===== config.mk =====
export PLATFORM = sky130hd
export DESIGN_NAME = ue14500_sequencer
export DESIGN_NICKNAME = d
export VERILOG_FILES = /design/src/rtl/ue14500_sequencer.sv
export SDC_FILE = /design/constraint.sdc
export NUM_CORES = 1
export LEC_CHECK = 0
export ABC_AREA = 1
export CAP_MARGIN = 25
export CORE_MARGIN = 3
export CORE_UTILIZATION = 25
export CTS_BUF_LIST = sky130_fd_sc_hd__clkbuf_2 sky130_fd_sc_hd__clkbuf_4 sky130_fd_sc_hd__clkbuf_8
export DETAILED_ROUTE_END_ITERATION = 8
export PLACE_DENSITY = 0.5
export SLEW_MARGIN = 10
export SYNTH_ARGS = -nofsm -noshare
export SYNTH_HDL_FRONTEND = slang
export SYNTH_SLANG_ARGS = --single-unit

===== constraint.sdc =====
create_clock -name clk -period 1.5 [get_ports clk]
set_input_delay 0.3 -clock clk [delete_from_list [all_inputs] [get_ports clk]]
set_output_delay 0.3 -clock clk [all_outputs]
set_load 0.005 [all_outputs]

===== src/rtl/ue14500_sequencer.sv =====
// Fetch/sequencing stage for the ue14500 1-bit core: program counter, single-entry
// return register, two-clock execute window and the pin/latch/scratch I/O mux.
module ue14500_sequencer #(
  parameter int PC_W = 6,
  parameter int IO_N = 8
) (
  input  logic            clk,
  input  logic            rst_n,
  input  logic            run,
  output logic [PC_W-1:0] rom_addr,
  input  logic [7:0]      rom_data,
  output logic [3:0]      core_instr,
  output logic            core_step,
  output logic            core_din,
  input  logic            core_wr,
  input  logic            core_dout,
  input  logic            core_jmp,
  input  logic            core_rtn,
  input  logic [IO_N-1:0] in_pins,
  output logic [IO_N-1:0] out_pins,
  output logic            halted
);

  typedef enum logic [2:0] {
    IDLE  = 3'd0,
    FETCH = 3'd1,
    EXEC0 = 3'd2,
    EXEC1 = 3'd3,
    JTGT  = 3'd4
  } state_t;

  state_t          state;
  state_t          state_nxt;
  logic [PC_W-1:0] pc;
  logic [PC_W-1:0] ret;
  logic [7:0]      ir;
  logic [IO_N-1:0] scratch;
  logic [IO_N-1:0] out_q;
  logic [2:0]      sel;
  logic            din_sel;

  assign sel = ir[2:0];

  always_ff @(posedge clk or negedge rst_n) begin
    if (!rst_n) begin
      state <= IDLE;
    end else begin
      state <= state_nxt;
    end
  end

  // A jump always passes through JTGT so the target word is consumed even when stopping.
  always_comb begin
    state_nxt = state;
    case (state)
      IDLE:    if (run) state_nxt = FETCH;
      FETCH:   state_nxt = EXEC0;
      EXEC0:   state_nxt = EXEC1;
      EXEC1: begin
        if (core_jmp)      state_nxt = JTGT;
        else if (core_rtn) state_nxt = FETCH;
        else if (!run)     state_nxt = IDLE;
        else               state_nxt = FETCH;
      end
      JTGT:    state_nxt = run ? FETCH : IDLE;
      default: state_nxt = IDLE;
    endcase
  end

  always_comb begin
    core_step = 1'b0;
    halted    = 1'b0;
    din_sel   = ir[3] ? scratch[sel] : in_pins[sel];
    case (state)
      IDLE:          halted    = 1'b1;
      EXEC0, EXEC1:  core_step = 1'b1;
      default: ;
    endcase
    core_din = core_step & din_sel;
  end

  // Store precedes control flow at the EXEC1 edge; jmp outranks rtn.
  always_ff @(posedge clk or negedge rst_n) begin
    if (!rst_n) begin
      pc      <= '0;
      ret     <= '0;
      ir      <= '0;
      scratch <= '0;
      out_q   <= '0;
    end else begin
      case (state)
        FETCH: ir <= rom_data;
        EXEC1: begin
          if (core_wr) begin
            if (ir[3]) scratch[sel] <= core_dout;
            else       out_q[sel]   <= core_dout;
          end
          if (core_jmp) begin
            ret <= pc + PC_W'(2);
            pc  <= pc + PC_W'(1);
          end else if (core_rtn) begin
            pc  <= ret;
          end else begin
            pc  <= pc + PC_W'(1);
          end
        end
        JTGT: pc <= rom_data[PC_W-1:0];
        default: ;
      endcase
    end
  end

  assign rom_addr   = pc;
  assign core_instr = ir[7:4];
  assign out_pins   = out_q;

endmodule


[After elaboration in Yosys (flattened, before gate mapping)]
Cells that the tools add are included.
Operators by class
  shifts and indexed selects: 0
  order comparisons: 2
  equality and inequality tests: 5
  bitwise gates (word level): 2
  multiplexer cells: 19
  $mul: 0
  add/sub/neg operators: 2
  reductions and logical operators: 7
  div/mod/pow operators: 0
Operator list (count)
  bitwise mux 8 bit: 2
  case mux 3 bit (5 select lines): 1
  two-way mux 6 bit: 2
  case mux 6 bit (2 select lines): 1
  two-way mux 1 bit: 8
  adder 6 x 1 -> 6 bit, second input constant: 1
  adder 6 x 2 -> 6 bit, second input constant: 1
  binary-select mux 1 bit (select 3 bit): 2
  == test 3 x 2 -> 1 bit, second input constant: 2
  two-way mux 3 bit: 2
  AND reduction 3 bit: 2
  < comparator 3 x 4 -> 1 bit, second input constant: 1
  demux 1 bit (select 3 bit): 1
  == test 3 x 1 -> 1 bit, second input constant: 1
  == test 3 bit, second input constant: 1
  greater-or-equal comparator 3 x 1 -> 1 bit, second input constant: 1
  logical NOT 3 bit: 1
  != test 2 bit, second input constant: 1
  AND reduction 2 bit: 1
  nonzero test 2 bit: 1
  OR reduction 2 bit: 1
  bitwise AND 1 bit: 1
  logical AND 1 bit: 1
  inverter 1 bit: 1
Word-level totals
  bits in latches: 0
  flip-flop bits (word level): 39
  memory bits (writable): 0
  memories kept: 0
  output and inout bits: 21
  input port bits: 23
  logic and storage cells: 43
  memory bits (read-only): 0

[Depth between registers and ports, before layout]
Gate-level depths: netlist of the first run.
  depth after elaboration: 5
  mapped depth: 9
  mapped depth without buffers: 9

[Worst setup path before layout of the first run]
Ideal clock, no wire load.
  path kind: register to output
  from: reg ir[1]
  to: out core_din
  setup slack: 0.105 ns
  arrival time: 1.095 ns
  buffers on the path: 1
  cell stages (with the launch flop): 9
  data required time: 1.200 ns
  cell sequence: dfrtp_1 buf_2 nor2_1 nand3_1 nand2_1 nor2_1 nand3_1 nand2_1 nor2_1
Between the ends
  cells in the longest elaborated chain, start to end: 4
  elaborated cells on any way between the ends: 6
  classes of those cells: mux: 5; bitwise: 1
RTL lines
  start, declared: RTL line 36  | logic [7:0] ir;
  start signal, assigned: RTL line 92  | FETCH: ir <= rom_data;
  binary-select mux 1 bit (select 3 bit): RTL line 73  | din_sel = ir[3] ? scratch[sel] : in_pins[sel];
  two-way mux 1 bit (not written as such): RTL line 73
  two-way mux 1 bit (*): RTL line 73
  bitwise AND 1 bit (*): RTL line 79  | core_din = core_step & din_sel;
  end, declared: RTL line 14  | output logic core_din,
Mark *: on every way between the ends. The rest lies on a longest branch, timed or not. The select of a mux whose other input is x is not followed.

[Worst setup path after layout of the first run]
Same ends and word-level chain as after synthesis.

==> impl_results.md, run 1 <==
* Most common cell after layout, fill and taps aside: nand2_1
* Crit end category: primary output
* Clk sinks at 39
* Final Wtd Congestion at 0.819
* Clock power frac at 11.6%
* Chip Width at 96.3 um
* Placed cell areas at 2890 sq um
* Die Y at 96.3 um
* RSZ-0062 raised after global routing: true
* Cell Rows at 32
* Core Footprint at 7810 sq um
* Io pins at 44
* R2R Setup Slk at -0.05 ns
* Commonest cells after routing, fill and taps aside: nand2_1 (46), buf_4 (42), dfrtp_1 (34)
* Post-route insts no fill at 471
* Clk_lat worst skew at 0.30 ns
* Cells after DPL at 432
* Skew final at 0.00746 ns
* Drc violations at 0
* Slew headroom at 64.0%
* Wirelength, routed at 6.10 mm
* Port Buffers at 43
* Global route overflow at 0
* Die area at 9270 sq um
* Final Cell Area at 3590 sq um
* F_max at 0.536 GHz
* Via density at 4.48
* Vias in the first global route at 2118
* CTS tree: built
* Drt pass-1 iters at 4
* Worst slew pin tran at 0.535 ns
* #FFs+latches synth at 39
* Sequential element share of the synthesized area at 47.9%
* Initial antenna violation count at 0
* Share of cells above drive strength 1 at 41.5%
* Worst Path Max Fanout at 7
* Final HPWL DP at 3.96 mm
* Failing checks: negative setup slack
* Reg2Reg Depth at 6
* Hold/Removal Path Class: in2async
* Critical path class: reg2out
* Cts bufs inserted at 5
* Synth Instances at 256
* Combinational fraction of design power at 61.3%
* Cell-internal power at 0.00439 W
* Netlist cell types at 28
* Ys Warns at 0
* Period minus WS final at 1.87 ns
* Net Switching at 0.00266 W
* Final hold vios at 0
* R2r startpoint: ir[2]$_DFFE_PN0P_
* Sequential power share at 27.1%
* Mapped Area at 2040 sq um
* Synthesized Nets at 281
* WP data required at 1.20 ns
* CTS H-tree lvls at 2
* N_diodes at 0
* All-Layer GR Usage at 13.9%
* Period utilization at 124%
* Pleak at 1.88 nW
* Fin. max-slew vios at 0
* Initial DRC count at 46
* CTS Root Cell: clkbuf_8
* PD cells at 1970 nW/um^2
* Worst reg2reg endpoint: scratch[0]$_DFFE_PN0P_
* Final antenna-violating net count at 0
* Final WS setup at -0.365 ns
* Outcome: complete, but fails checks
* Largest net degree at the start of global routing at 40
* Final setup violation count at 6
* Fill cells at 745
* WP data arrival at 1.57 ns
* Reg clk slew, reported paths at 0.08 ns
* Maximum vdd ir drop at 837 uV
* Finished Core Util at 45.9%
* Final Net Count at 393
* Via count at 2111
* Initial Utilization at 26.1%
* Area Growth Syn to Fin at 75.9%
* First-pass GRT wire length at 10.0 mm
* Max-cap violations at 0
* CP startpoint kind: register
* Max Buffers Root-to-Sink at 2
* Switch share at 37.7%
* WHS at 0.485 ns
* Mapped Avg Cell Area at 7.96 sq um
* Wirelength per Cell at 12.9 um
## per-stage QoR
step	TNS, ns	setup WS [ns]	total power [W]
2_1_floorplan	0	0.105	0.00338
3_3_place_gp	-1.02	-0.450	0.00490
3_5_place_dp	-1.17	-0.471	0.00492
4_1_cts	-0.836	-0.374	0.00660
5_1_grt	-2.31	-0.440	0.00766
6_report	-0.575	-0.365	0.00705
## per-layer routing
metal / up-vias / global-route usage, % / wire [um]
li1: 1062 / - / -
met1: 982 / 18.2 / 2810
met2: 51 / 22.0 / 2800
met3: 16 / 4.14 / 347
met4: 0 / 4.79 / 139
met5: - / 0 / 0
## power by group through the flow
stage               clock network, W  registers, W  logic (W)
global route                0.000909       0.00197    0.00478
detailed placement                 0       0.00192    0.00300
CTS                         0.000860       0.00190    0.00384
floorplan                          0       0.00185    0.00153
finish                      0.000819       0.00191    0.00432
global placement                   0       0.00192    0.00298
## cell families (layout without fill, tap and decap cells)
group | after synthesis | in the layout | synth area share, %
adders and majority gates | 2 | 2 | 1.23
muxes | 3 | 3 | 1.66
AOI/OAI and AO/OA | 47 | 47 | 12.2
xor gates and xnor gates | 3 | 3 | 1.29
buffers and inverters | 39 | 152 | 8.29
DFF | 39 | 39 | 47.9
and+or+nand+nor | 123 | 123 | 27.4
## critical path: stages (launching register included)
cell and delay (ns):
dfrtp_2 0.48, inv_2 0.08, buf_4 0.15, nor3_4 0.15, nand2_1 0.09, nand3_2 0.08
nor2_2 0.04, nor2_1 0.08, buf_2 0.12
## how the worst max path moves through the flow
stage / cells after the start / from / slack [ns] / end
finish: 8 / ir[1]$_DFFE_PN0P_ / -0.37 / core_din
global route: 8 / ir[1]$_DFFE_PN0P_ / -0.44 / core_din
CTS: 9 / ir[2]$_DFFE_PN0P_ / -0.37 / core_din
detailed placement: 7 / ir[0]$_DFFE_PN0P_ / -0.47 / core_din
global placement: 8 / in_pins[7] / -0.45 / core_din
floorplan: 8 / ir[1]$_DFFE_PN0P_ / 0.11 / core_din
## state kept, by name, summed over array words and instances (netlist names)
register	count
state	3
rom_addr	6
ret	6
ir	8
out_pins	8
scratch	8
## repair_timing
item	in CTS	in global routing
endpoints found under the hold margin	39	0
buffers inserted	27	11
hold buffers	1	0
pin swaps	11	21
setup endpoints to repair	9	40
gates resized for setup	55	89
cloned	0	0
## Yosys cell counts (all sizes together)
cell type | count | area share (%)
dfrtp | 39 | 48
o21ai | 33 | 8.1
clkbuf | 1 | 0.18
xnor2 | 1 | 0.43
ha | 2 | 1.2
nand3b | 1 | 0.37
inv | 30 | 5.5
buf | 8 | 2.6
o22ai | 1 | 0.31
xor2 | 2 | 0.86
nor3 | 7 | 2.8
a21oi | 9 | 2.2
nand4 | 7 | 2.1
nand2 | 78 | 14
nor2 | 14 | 3.1
nand3 | 16 | 4.5
a31oi | 1 | 0.31
mux2 | 3 | 1.7
o221a | 1 | 0.55
o211ai | 2 | 0.74
## area by class of cell
cell class | instances | area (sq um) | area share [%]
tap | 102 | 128 | 3.56
timing repair buffer | 114 | 1130 | 31.5
clock buffer | 8 | 104 | 2.90
multi-input combinational | 178 | 1120 | 31.4
sequential | 39 | 982 | 27.4
inverter | 30 | 119 | 3.31
Note: power is estimated with default switching activity, not from simulation.
==> run 2: changes to the inputs <==
--- a/config.mk
+++ b/config.mk
@@ -9,3 +9,2 @@
 export CAP_MARGIN = 25
-export CORE_MARGIN = 3
 export CORE_UTILIZATION = 25
--- a/constraint.sdc
+++ b/constraint.sdc
@@ -3,2 +3,2 @@
 set_output_delay 0.3 -clock clk [all_outputs]
-set_load 0.005 [all_outputs]
+set_load 0.01 [all_outputs]
==> impl_results.md, run 2 (synthesized netlist as in run 1, its figures left out) <==
* Drc violations at 0
* CP Cell Sequence: buf_6 > nand3_1 > inv_1 > a21oi_2 > nand2_1 > nor2_2 > nor2_1 > buf_2
* Initial DRC count at 81
* Global route overflow at 0
* Clk_lat worst skew at 0.30 ns
* CP startpoint kind: register
* Initial Utilization at 26.1%
* Final Wtd Congestion at 0.850
* Die Y at 92.3 um
* Hold Crit Depth at 2
* Slew headroom at 74.9%
* All-Layer GR Usage at 13.9%
* WHS at 0.488 ns
* Core Footprint at 7810 sq um
* Skew final at 0.00775 ns
* RSZ-0062 raised after global routing: true
* CTS H-tree lvls at 2
* First-pass GRT wire length at 9.26 mm
* Failing checks: negative setup slack
* Hold path start: out_pins[0]$_DFFE_PN0P_
* Max Buffers Root-to-Sink at 2
* Critical path class: reg2out
* Reg2Reg Depth at 8
* Area Growth Syn to Fin at 55.2%
* Initial antenna violation count at 0
* WP data arrival at 1.53 ns
* Slowest cell on crit path: dfrtp_2
* Io pins at 44
* Wirelength per Cell at 12.2 um
* Max-cap violations at 0
* Drt pass-1 iters at 4
* Endpoint with the worst hold slack: out_pins[0]$_DFFE_PN0P_
* Vias in the first global route at 1960
* Crit path from: ir[2]$_DFFE_PN0P_
* Final HPWL DP at 3.89 mm
* CTS tree: built
* Clk sinks at 39
* Worst reg2reg endpoint: out_pins[2]$_DFFE_PN0P_
* Final WS setup at -0.326 ns
* Chip Width at 92.3 um
* Multi-input gate area at 985 sq um
* Via count at 1996
* Largest net degree at the start of global routing at 40
* Port Buffers at 43
* Pleak at 1.54 nW
* N_diodes at 0
* Worst Path Max Fanout at 8
* F_max at 0.548 GHz
* Cell Rows at 32
* Final Net Count at 374
* Die area at 8520 sq um
* Register area at 983 sq um
* Slowest stage delay, CP at 0.49 ns
* WP data required at 1.20 ns
* Via density at 4.42
* Commonest cells after routing, fill and taps aside: nand2_1 (72), buf_4 (39), dfrtp_1 (33)
* Final hold vios at 0
* Final Cell Area at 3160 sq um
* Reg clk slew, reported paths at 0.08 ns
* Cts bufs inserted at 5
* Hold/Removal Path Class: reg2reg
* Placed cell areas at 2870 sq um
* PD cells at 1930 nW/um^2
* Outcome: complete, but fails checks
* Wirelength, routed at 5.53 mm
* Final antenna-violating net count at 0
* Period minus WS final at 1.83 ns
* CTS Root Cell: clkbuf_8
* Period utilization at 122%
* Maximum vdd ir drop at 655 uV
* R2r startpoint: state[0]$_DFFE_PN0P_
* R2R Setup Slk at 0.12 ns
* Final setup violation count at 2
* Fill cells at 796
* Fin. max-slew vios at 0
* Post-route insts no fill at 452
* Most common cell after layout, fill and taps aside: nand2_1
* Cells after DPL at 432
* Worst slew pin tran at 0.373 ns
* Crit end category: primary output
* Share of cells above drive strength 1 at 28.3%
==> run 2: cell count changes in the layout (fill, tap and decap cells not counted), sizes merged, moves of 2 or more <==
cell,delta
buf,-19
dlygate4sd2,+15
clkdlybuf4s50,-9
dlymetal6s2s,-6
clkbuf,-2
==> run 2: area by class of cell <==
| class | count | area share, % |
|---|---|---|
| tap | 102 | 4.03 |
| sequential | 39 | 31.1 |
| clock buffer | 6 | 2.41 |
| multi-input combinational | 178 | 31.1 |
| inverter | 30 | 3.56 |
| clock inverter | 2 | 0.396 |
| timing repair buffer | 95 | 27.4 |
==> run 2: metal layers <==
metal	global-route usage (%)	vias up	wire, um
met3	2.96	0	278
met2	22.9	58	2550
met5	0	-	0
met1	18.2	920	2710
met4	3.91	0	0
li1	-	1018	-
==> run 2: worst max-delay path, delay by kind of cell (launching register included) <==
family | cells | cell delay (ns)
AOI/OAI and AO/OA | 1 | 0.13
buffers and inverters | 3 | 0.34
DFF | 1 | 0.49
and+or+nand+nor | 4 | 0.29
==> run 2: what timing repair did <==
action,4_1_cts,5_1_grt
setup endpoints to repair,19,23
resized for setup,47,28
hold buffers,1,0
pin swaps,9,15
buffers inserted,5,8
endpoints found under the hold margin,39,0
==> run 2: worst max path at each step <==
| stage | cells after the start | endpoint | slack [ns] |
|---|---|---|---|
| after CTS | 9 | core_din | -0.38 |
| after global routing | 9 | core_din | -0.47 |
| after global placement | 7 | core_din | -0.50 |
| final | 8 | core_din | -0.33 |
| after floorplan | 8 | core_din | 0.04 |
| after detailed placement | 8 | core_din | -0.49 |
==> run 2: per-stage QoR <==
stage | total power [W] | TNS [ns] | utilization (%) | worst slack (ns)
after floorplan | 0.00348 | 0 | - | 0.0416
after global placement | 0.00501 | -1.35 | 36.8 | -0.502
after detailed placement | 0.00501 | -1.29 | 36.8 | -0.491
after CTS | 0.00588 | -0.524 | 38.9 | -0.376
after global routing | 0.00663 | -0.715 | 40.5 | -0.470
final | 0.00610 | -0.440 | 40.5 | -0.326
==> run 2: where the power goes <==
part | switching, W | total (W) | internal, W | leakage, nW
Combinational | 0.00167 | 0.00343 | 0.00176 | 1.01
Sequential | 0.000388 | 0.00193 | 0.00155 | 0.488
Clock | 0.000386 | 0.000730 | 0.000343 | 0.0446
Total | 0.00245 | 0.00610 | 0.00365 | 1.54
